**src/rtl/arb_pkg.sv**
```systemverilog
// Shared FSM state type and sizing helper for the FIFO write arbiter.
package arb_pkg;

  typedef enum logic {
    ST_IDLE  = 1'b0,
    ST_GRANT = 1'b1
  } arb_state_t;

  function automatic int rr_idx_width(input int n);
    return (n > 1) ? $clog2(n) : 1;
  endfunction

endpackage

```
**src/rtl/rr_picker.sv**
```systemverilog
// Combinational round-robin select: first valid index strictly after i_last, wrapping.
module rr_picker #(
  parameter int NUM_REQ  = 4,
  parameter int ID_WIDTH = 2
) (
  input  logic [NUM_REQ-1:0]  i_valid,
  input  logic [ID_WIDTH-1:0] i_last,
  output logic [ID_WIDTH-1:0] o_next,
  output logic                o_found
);

  localparam logic [NUM_REQ-1:0] ONE = NUM_REQ'(1'b1);

  // Mask of requester indices whose bit b is set, used to encode the one-hot winner.
  function automatic logic [NUM_REQ-1:0] id_bit_mask(input int b);
    logic [NUM_REQ-1:0] m;
    m = {NUM_REQ{1'b0}};
    for (int i = 0; i < NUM_REQ; i++) begin
      m = m | (NUM_REQ'((i >> b) & 1) << i);
    end
    return m;
  endfunction

  logic [NUM_REQ-1:0] w_above;
  logic [NUM_REQ-1:0] w_hi;
  logic [NUM_REQ-1:0] w_pool;
  logic [NUM_REQ-1:0] w_onehot;

  for (genvar i = 0; i < NUM_REQ; i++) begin : g_above
    assign w_above[i] = (ID_WIDTH'(i) > i_last);
  end

  // Prefer indices above the last grant; fall back to the lowest valid when none remain.
  assign w_hi     = i_valid & w_above;
  assign w_pool   = (|w_hi) ? w_hi : i_valid;
  assign w_onehot = w_pool & (~w_pool + ONE);

  for (genvar b = 0; b < ID_WIDTH; b++) begin : g_enc
    assign o_next[b] = |(w_onehot & id_bit_mask(b));
  end

  assign o_found = |i_valid;

endmodule

```
**src/rtl/fifo_wr_arbiter.sv**
```systemverilog
// Round-robin arbiter funnelling per-requester beat streams into one external sync FIFO.
// A grant lasts one packet or MAX_BURST beats; every FIFO word is tagged with its source id.
module fifo_wr_arbiter
  import arb_pkg::*;
#(
  parameter int NUM_REQ    = 4,
  parameter int DATA_WIDTH = 8,
  parameter int MAX_BURST  = 8,
  parameter int ID_WIDTH   = rr_idx_width(NUM_REQ)
) (
  input  logic                           clk,
  input  logic                           rst,
  input  logic [NUM_REQ-1:0]             req_valid,
  input  logic [NUM_REQ*DATA_WIDTH-1:0]  req_data,
  input  logic [NUM_REQ-1:0]             req_last,
  output logic [NUM_REQ-1:0]             req_ready,
  input  logic                           fifo_full,
  output logic                           fifo_wr_en,
  output logic [ID_WIDTH+DATA_WIDTH-1:0] fifo_din,
  output logic [ID_WIDTH-1:0]            grant_id,
  output logic                           busy
);

  localparam logic [7:0]         BURST_END = 8'(MAX_BURST - 1);
  localparam logic [NUM_REQ-1:0] ONE_HOT_0 = NUM_REQ'(1'b1);

  arb_state_t            r_state;
  arb_state_t            w_state_nxt;
  logic [ID_WIDTH-1:0]   r_grant_id;
  logic [ID_WIDTH-1:0]   w_grant_id_nxt;
  logic [ID_WIDTH-1:0]   r_last_grant;
  logic [ID_WIDTH-1:0]   w_last_grant_nxt;
  logic [ID_WIDTH-1:0]   w_pick;
  logic [7:0]            r_beat_cnt;
  logic [7:0]            w_beat_cnt_nxt;
  logic                  w_found;
  logic                  w_in_grant;
  logic                  w_gnt_valid;
  logic                  w_gnt_last;
  logic                  w_xfer;
  logic                  w_release;
  logic [NUM_REQ-1:0]    w_gnt_oh;
  logic [DATA_WIDTH-1:0] w_payload;

  rr_picker #(
    .NUM_REQ  (NUM_REQ),
    .ID_WIDTH (ID_WIDTH)
  ) u_picker (
    .i_valid (req_valid),
    .i_last  (r_last_grant),
    .o_next  (w_pick),
    .o_found (w_found)
  );

  // Reset gates the handshake at once so an interrupted burst writes nothing more.
  assign w_in_grant  = (r_state == ST_GRANT) && !rst;
  assign w_gnt_oh    = ONE_HOT_0 << r_grant_id;
  assign w_gnt_valid = |(req_valid & w_gnt_oh);
  assign w_gnt_last  = |(req_last & w_gnt_oh);
  assign w_payload   = DATA_WIDTH'(req_data >> (int'(r_grant_id) * DATA_WIDTH));

  assign req_ready  = (w_in_grant && !fifo_full) ? w_gnt_oh : {NUM_REQ{1'b0}};
  assign w_xfer     = w_in_grant && !fifo_full && w_gnt_valid;
  assign w_release  = w_xfer && (w_gnt_last || (r_beat_cnt == BURST_END));
  assign fifo_wr_en = w_xfer;
  assign fifo_din   = {r_grant_id, w_payload};
  assign grant_id   = r_grant_id;
  assign busy       = w_in_grant;

  // Next-state logic for the grant FSM and its burst bookkeeping.
  always_comb begin
    w_state_nxt      = r_state;
    w_grant_id_nxt   = r_grant_id;
    w_last_grant_nxt = r_last_grant;
    w_beat_cnt_nxt   = r_beat_cnt;
    case (r_state)
      ST_IDLE: begin
        if (w_found) begin
          w_state_nxt    = ST_GRANT;
          w_grant_id_nxt = w_pick;
          w_beat_cnt_nxt = 8'd0;
        end else begin
          w_state_nxt = ST_IDLE;
        end
      end
      ST_GRANT: begin
        if (w_release) begin
          w_state_nxt      = ST_IDLE;
          w_last_grant_nxt = r_grant_id;
          w_beat_cnt_nxt   = 8'd0;
        end else if (w_xfer) begin
          w_beat_cnt_nxt = r_beat_cnt + 8'd1;
        end else begin
          w_beat_cnt_nxt = r_beat_cnt;
        end
      end
      default: begin
        w_state_nxt = ST_IDLE;
      end
    endcase
  end

  // State registers; the last-grant reset value makes requester 0 win first.
  always_ff @(posedge clk) begin
    if (rst) begin
      r_state      <= ST_IDLE;
      r_grant_id   <= {ID_WIDTH{1'b0}};
      r_last_grant <= ID_WIDTH'(NUM_REQ - 1);
      r_beat_cnt   <= 8'd0;
    end else begin
      r_state      <= w_state_nxt;
      r_grant_id   <= w_grant_id_nxt;
      r_last_grant <= w_last_grant_nxt;
      r_beat_cnt   <= w_beat_cnt_nxt;
    end
  end

endmodule

```
**config.mk**
```make
export PLATFORM = sky130hd
export DESIGN_NAME = fifo_wr_arbiter
export DESIGN_NICKNAME = d
export VERILOG_FILES = /design/src/rtl/arb_pkg.sv /design/src/rtl/rr_picker.sv /design/src/rtl/fifo_wr_arbiter.sv
export SDC_FILE = /design/constraint.sdc
export NUM_CORES = 1
export LEC_CHECK = 0
export CORE_MARGIN = 2
export CORE_UTILIZATION = 40
export DETAILED_ROUTE_END_ITERATION = 16
export GPL_TIMING_DRIVEN = 0
export PLACE_DENSITY = 0.91
export SKIP_LAST_GASP = 1
export SLEW_MARGIN = 25
export SYNTH_ARGS = -nofsm -noshare
export SYNTH_HDL_FRONTEND = slang
export SYNTH_SLANG_ARGS = --single-unit
```
**constraint.sdc**
```tcl
create_clock -name clk -period 3.8 [get_ports clk]
set_clock_uncertainty 0.2 [all_clocks]
set_input_delay 0.38 -clock clk [delete_from_list [all_inputs] [get_ports clk]]
set_output_delay 0.38 -clock clk [all_outputs]
set_load 0.05 [all_outputs]
```
## After elaboration in Yosys (flattened, before gate mapping)

Cells that the tools add are included.
Widths: inputs -> output; s select.

- Reductions and logical operators: 16
- Bitwise operators: 6
- Shifts and indexed selects: 2
- Mux-type cells: 9
- Eq/ne operators: 3
- Add/subtract/negate cells: 2
- $lt $le $gt $ge: 4

Operator list:

| cell | count |
|---|---|
| $shr 32x5->8 | 1 |
| $mux 8 | 3 |
| $and 4x4->4 | 4 |
| $pmux 8 s2 | 1 |
| $reduce_or 4->1 | 4 |
| $add 8x1->8 const B | 1 |
| $eq 8x3->1 const B | 1 |
| $mux 4 | 2 |
| $reduce_and 2->1 | 3 |
| $add 4x1->4 const B | 1 |
| $gt 1x2->1 const A | 2 |
| $gt 2x2->1 const A | 2 |
| $logic_and 1x1->1 | 4 |
| $not 4->4 | 1 |
| $reduce_or 2->1 | 2 |
| $shl 1x2->4 const A | 1 |
| $ne 3x1->1 const B | 1 |
| $logic_not 1->1 | 2 |
| $mux 1 | 2 |
| $ne 2x1->1 const B | 1 |
| $pmux 1 s2 | 1 |
| $logic_or 1x1->1 | 1 |
| $not 1->1 | 1 |

- Register bits after elaboration: 13
- Output and inout bits: 18

## Depth between registers and ports, before layout

- Depth after elaboration: 8
- Gate-level depth with buffers: 6
- Depth with buffers taken out: 5

## By module

Synthesis repeated with hierarchy kept, for this count alone.

- Cells, all modules: 116
- Area total of the unflattened synthesis: 1053.5 um2

Modules (own cells, without submodules):

| module | area an instance (um2) | instances | cells each | seq. area each (um2) |
|---|---|---|---|---|
| fifo_wr_arbiter | 974.7 | 1 | 102 | 260.2 |
| rr_picker | 78.8 | 1 | 14 | 0.0 |

## Least setup slack after synthesis

Ideal clock, no wire load.

- Path type: register to register
- From: register r_grant_id[0] (netlist: grant_id[0])
- To: register r_beat_cnt[2]
- Data required time: 3.499 ns
- Period minus slack after synthesis: 2.520 ns
- Setup slack: 1.280 ns
- Arrival: 2.219 ns
- Cell stages (with the launch flop): 6
- Cells stage by stage: dfxtp_1 -> mux4_2 -> nand2_1 -> inv_1 -> a221o_1 -> o41ai_1

- Longest elaborated chain between the ends: 7
- Elaborated cells between the ends (all ways): 12

RTL lines:

| element | RTL line | text |
|---|---|---|
| from (decl) | fifo_wr_arbiter.sv:29 | `logic [ID_WIDTH-1:0] r_grant_id;` |
| from (signal assigned) | fifo_wr_arbiter.sv:107 | `r_grant_id <= {ID_WIDTH{1'b0}};` |
| from (signal assigned) | fifo_wr_arbiter.sv:112 | `r_grant_id <= w_grant_id_nxt;` |
| $shl 1x2->4 * | fifo_wr_arbiter.sv:57 | `assign w_gnt_oh = ONE_HOT_0 << r_grant_id;` |
| $and 4x4->4 * | fifo_wr_arbiter.sv:58 | `assign w_gnt_valid = \|(req_valid & w_gnt_oh);` |
| $reduce_or 4->1 * | fifo_wr_arbiter.sv:58 |  |
| $logic_and 1x1->1 * | fifo_wr_arbiter.sv:63 | `assign w_xfer = w_in_grant && !fifo_full && w_gnt_valid;` |
| net fifo_wr_en | fifo_wr_arbiter.sv:18 | `output logic fifo_wr_en,` |
| $logic_and 1x1->1 | fifo_wr_arbiter.sv:64 | `assign w_release = w_xfer && (w_gnt_last \|\| (r_beat_cnt == BURST_END));` |
| $mux 8 / $ne 3x1->1 (equally long branches) | -- |  |
| $pmux 8 s2 / $reduce_and 2->1 (equally long branches) | -- |  |
| to (signal assigned) | fifo_wr_arbiter.sv:114 | `r_beat_cnt <= w_beat_cnt_nxt;` |
| to (decl) | fifo_wr_arbiter.sv:34 | `logic [7:0] r_beat_cnt;` |

The timed path passes the listed nets; every way through them passes the cells marked *.
A chain may end at the register's enable or synchronous reset.

## Final worst setup path

- From: input req_valid[3]
- To: output fifo_wr_en

- Longest elaborated chain between the ends: 3

RTL lines:

| element | RTL line | text |
|---|---|---|
| from (decl) | fifo_wr_arbiter.sv:13 | `input logic [NUM_REQ-1:0] req_valid,` |
| $and 4x4->4 | fifo_wr_arbiter.sv:58 |  |
| $reduce_or 4->1 | fifo_wr_arbiter.sv:58 |  |
| $logic_and 1x1->1 | fifo_wr_arbiter.sv:63 |  |
| to (decl) | fifo_wr_arbiter.sv:18 |  |

Every way passes these cells.

==> flow_summary.yaml <==
synth:
  synthCells: 111
  synth_top_flop_cell: "dfxtp_1"
  synth_top_cells_by_area: "dfxtp_1 25%, mux4_2 22%, nand2_1 5.1%, o2111ai_1 5.1%, a21oi_1 2.9%"
  synth_area_per_cell_um2: 9.28
  synth_area_mm2: 0.00103
  synth.top_cell.area_share: 0.253
  synth-edff-count: 0
  synth_nets: 155
  async_reset_ff_frac: 0
  synth-seq-cells: 13
  ys_seq_area_frac: 0.253
  yosysTopAreaCell: "dfxtp_1"
  yosys_warnings: 0
  ys_types: 39
power_and_ir_drop:
  p_int_w: 0.000280
  power_density_mw_per_mm2: 267
  power_leakage_nw: 0.593
  p_clk_frac: 0.204
  switching_share: 0.378
  pwr-share-comb: 0.469
  pwr-share-seq: 0.327
  power.switching_w: 0.000170
  vdd_drop_max_uv: 240
sta:
  timing.fmax_mhz: 329
  period_share: 0.799
  fin_setup_tns_ns: 0
  period_minus_slack_ns: 3.04
  slew_violations: 0
  tightest_slew_ns: 0.581
  rsz0062_at_grt: "no"
  hold_violations: 0
  max-slew-margin-rel: 0.611
  setup_viol: 0
outcome:
  status: "complete, no violations"
grt:
  track_usage: 0.241
  grt_max_degree: 11
  antenna_found_initial: 0
  grt_remaining_overflow: 0
  grt_pass1_vias: 1179
  grt_pass1_wl_mm: 5.21
final_layout:
  fin_cells: 204
  final_common_cell: "clkdlybuf4s50_1"
  diodes: 0
  syn_to_final_growth_pct: 63.5
  drive_gt1_frac: 0.144
  final_nets: 219
  utilization: 0.686
  most-common-layout-cells: "59 x clkdlybuf4s50_1, 14 x nand2_1, 13 x dfxtp_1"
detailed_routing:
  post_drt_wl_per_cell_um: 17.2
  drc: 0
  ant_nets: 0
  first_iter_violations: 24
  wirelength_mm: 3.50
  first_pass_iters: 4
  vias: 1196
  viasPerCell: 5.86
setup_path:
  cp.arrival_ns: 2.46
  path_class: "primary input to primary output"
  startpoint: "req_valid[3]"
  critPathMaxFanout: 7
  cp-start-kind: "primary input"
  reg2reg_from: "grant_id[0]"
  cp_data_required_time_ns: 3.22
  worst_setup_path_end_kind: "primary output"
cts:
  clock_latency_ns: 0.29
  cts-htree-levels: 1
  cts_buffers: 3
  postCtsSetupBuffers: 0
  cts-root-buf: "clkbuf_4"
  cts_tree: "built"
  clk_pin_slew_ns: 0.08
  hold_buffers: 0
  cts.path.max_buffers: 2
  cts_resized: 0
  cts_sinks: 13
floorplan:
  start_util: 0.419
  fp-row-count: 18
  die_h_um: 54.7
  die_w_um: 54.7
  core_mm2: 0.00245
  boundaryPins: 61
  die-area_mm2: 0.00300
worst_hold_path:
  hold_path_class: "primary input to flop"
  min-delay-start: "rst"
placed_design:
  gp_congestion: 0.866
  dpl.hpwl_mm: 2.84
  portBuffers: 59
  dp.cells: 200
job:
  drv_cap: 0
-- layout make-up --
cell class | instances | area [um^2]
Clock buffer | 4 | 26.3
Tap cell | 30 | 37.5
Multi-Input combinational cell | 84 | 707
Buffer | 6 | 32.5
Fill cell | 181 | 771
Inverter | 8 | 30.0
Timing Repair Buffer | 59 | 591
Sequential cell | 13 | 260
-- worst max-delay path, stage by stage --
cell and delay (ns):
clkdlybuf4s50_1 0.49, mux4_2 0.57, nand2_1 0.22, inv_1 0.09, clkdlybuf4s50_1 0.70
-- routing by layer --
layer / GRT usage / vias up / wire, um
met5: 0 / - / 0
met4: 0.0833 / 0 / 27
met3: 0.0738 / 4 / 414
met2: 0.460 / 64 / 1780
met1: 0.243 / 563 / 1280
li1: - / 565 / -
-- worst paths after layout --
check	end	slack, ns	cells after the start
setup / recovery	fifo_wr_en	0.76	5
hold / removal	grant_id[1]	0.28	2
setup reg to reg	r_beat_cnt[2]	1.65	4
hold reg to reg	r_beat_cnt[7]	0.32	2
-- synth_stat cells (all sizes together), types with 2 or more instances --
master    n
o2111ai   6
nand2b    3
inv       8
o311ai    3
and3      3
buf       5
dfxtp    13
or2       3
a21oi     7
nor2      4
nand3     4
nand2    14
o21ai     4
mux4     10
o22ai     2
o211ai    5
-- registers in the layout, summed over array words and instances, names as in the netlist --
register / count
grant_id: 2
r_beat_cnt: 8
r_last_grant: 2
r_state: 1
-- stage by stage --
step	setup slack (ns)	hold slack [ns]	instance area, um^2	total power, W
6_report	0.763	0.284	1680	0.000450
5_1_grt	0.693	0.284	1680	0.000469
4_1_cts	0.768	0.283	1680	0.000448
3_5_place_dp	0.769	0.307	1660	0.000361
3_3_place_gp	0.790	0.292	1660	0.000355
2_1_floorplan	1.28	0.274	1030	0.000272
-- power groups by stage --
stage / Combinational, W / Sequential, W / Clock [W]
after floorplan: 0.000118 / 0.000155 / 0
after global placement: 0.000205 / 0.000150 / 0
after detailed placement: 0.000211 / 0.000150 / 0
after CTS: 0.000211 / 0.000147 / 0.0000905
after global routing: 0.000223 / 0.000148 / 0.0000988
final: 0.000211 / 0.000147 / 0.0000916
-- kinds of logic (layout without fill, tap and decap cells) --
kind of cell | Yosys count | in the layout | share of synthesized area
AND/OR/NAND/NOR | 38 | 38 | 0.194
AO/OA/AOI/OAI | 34 | 34 | 0.252
multiplexers | 11 | 11 | 0.228
flip-flops | 13 | 13 | 0.253
buffers and inverters | 14 | 77 | 0.0607
adder cells (fa/ha/maj) | 1 | 1 | 0.0121
Power figures use the tool's default switching activity.
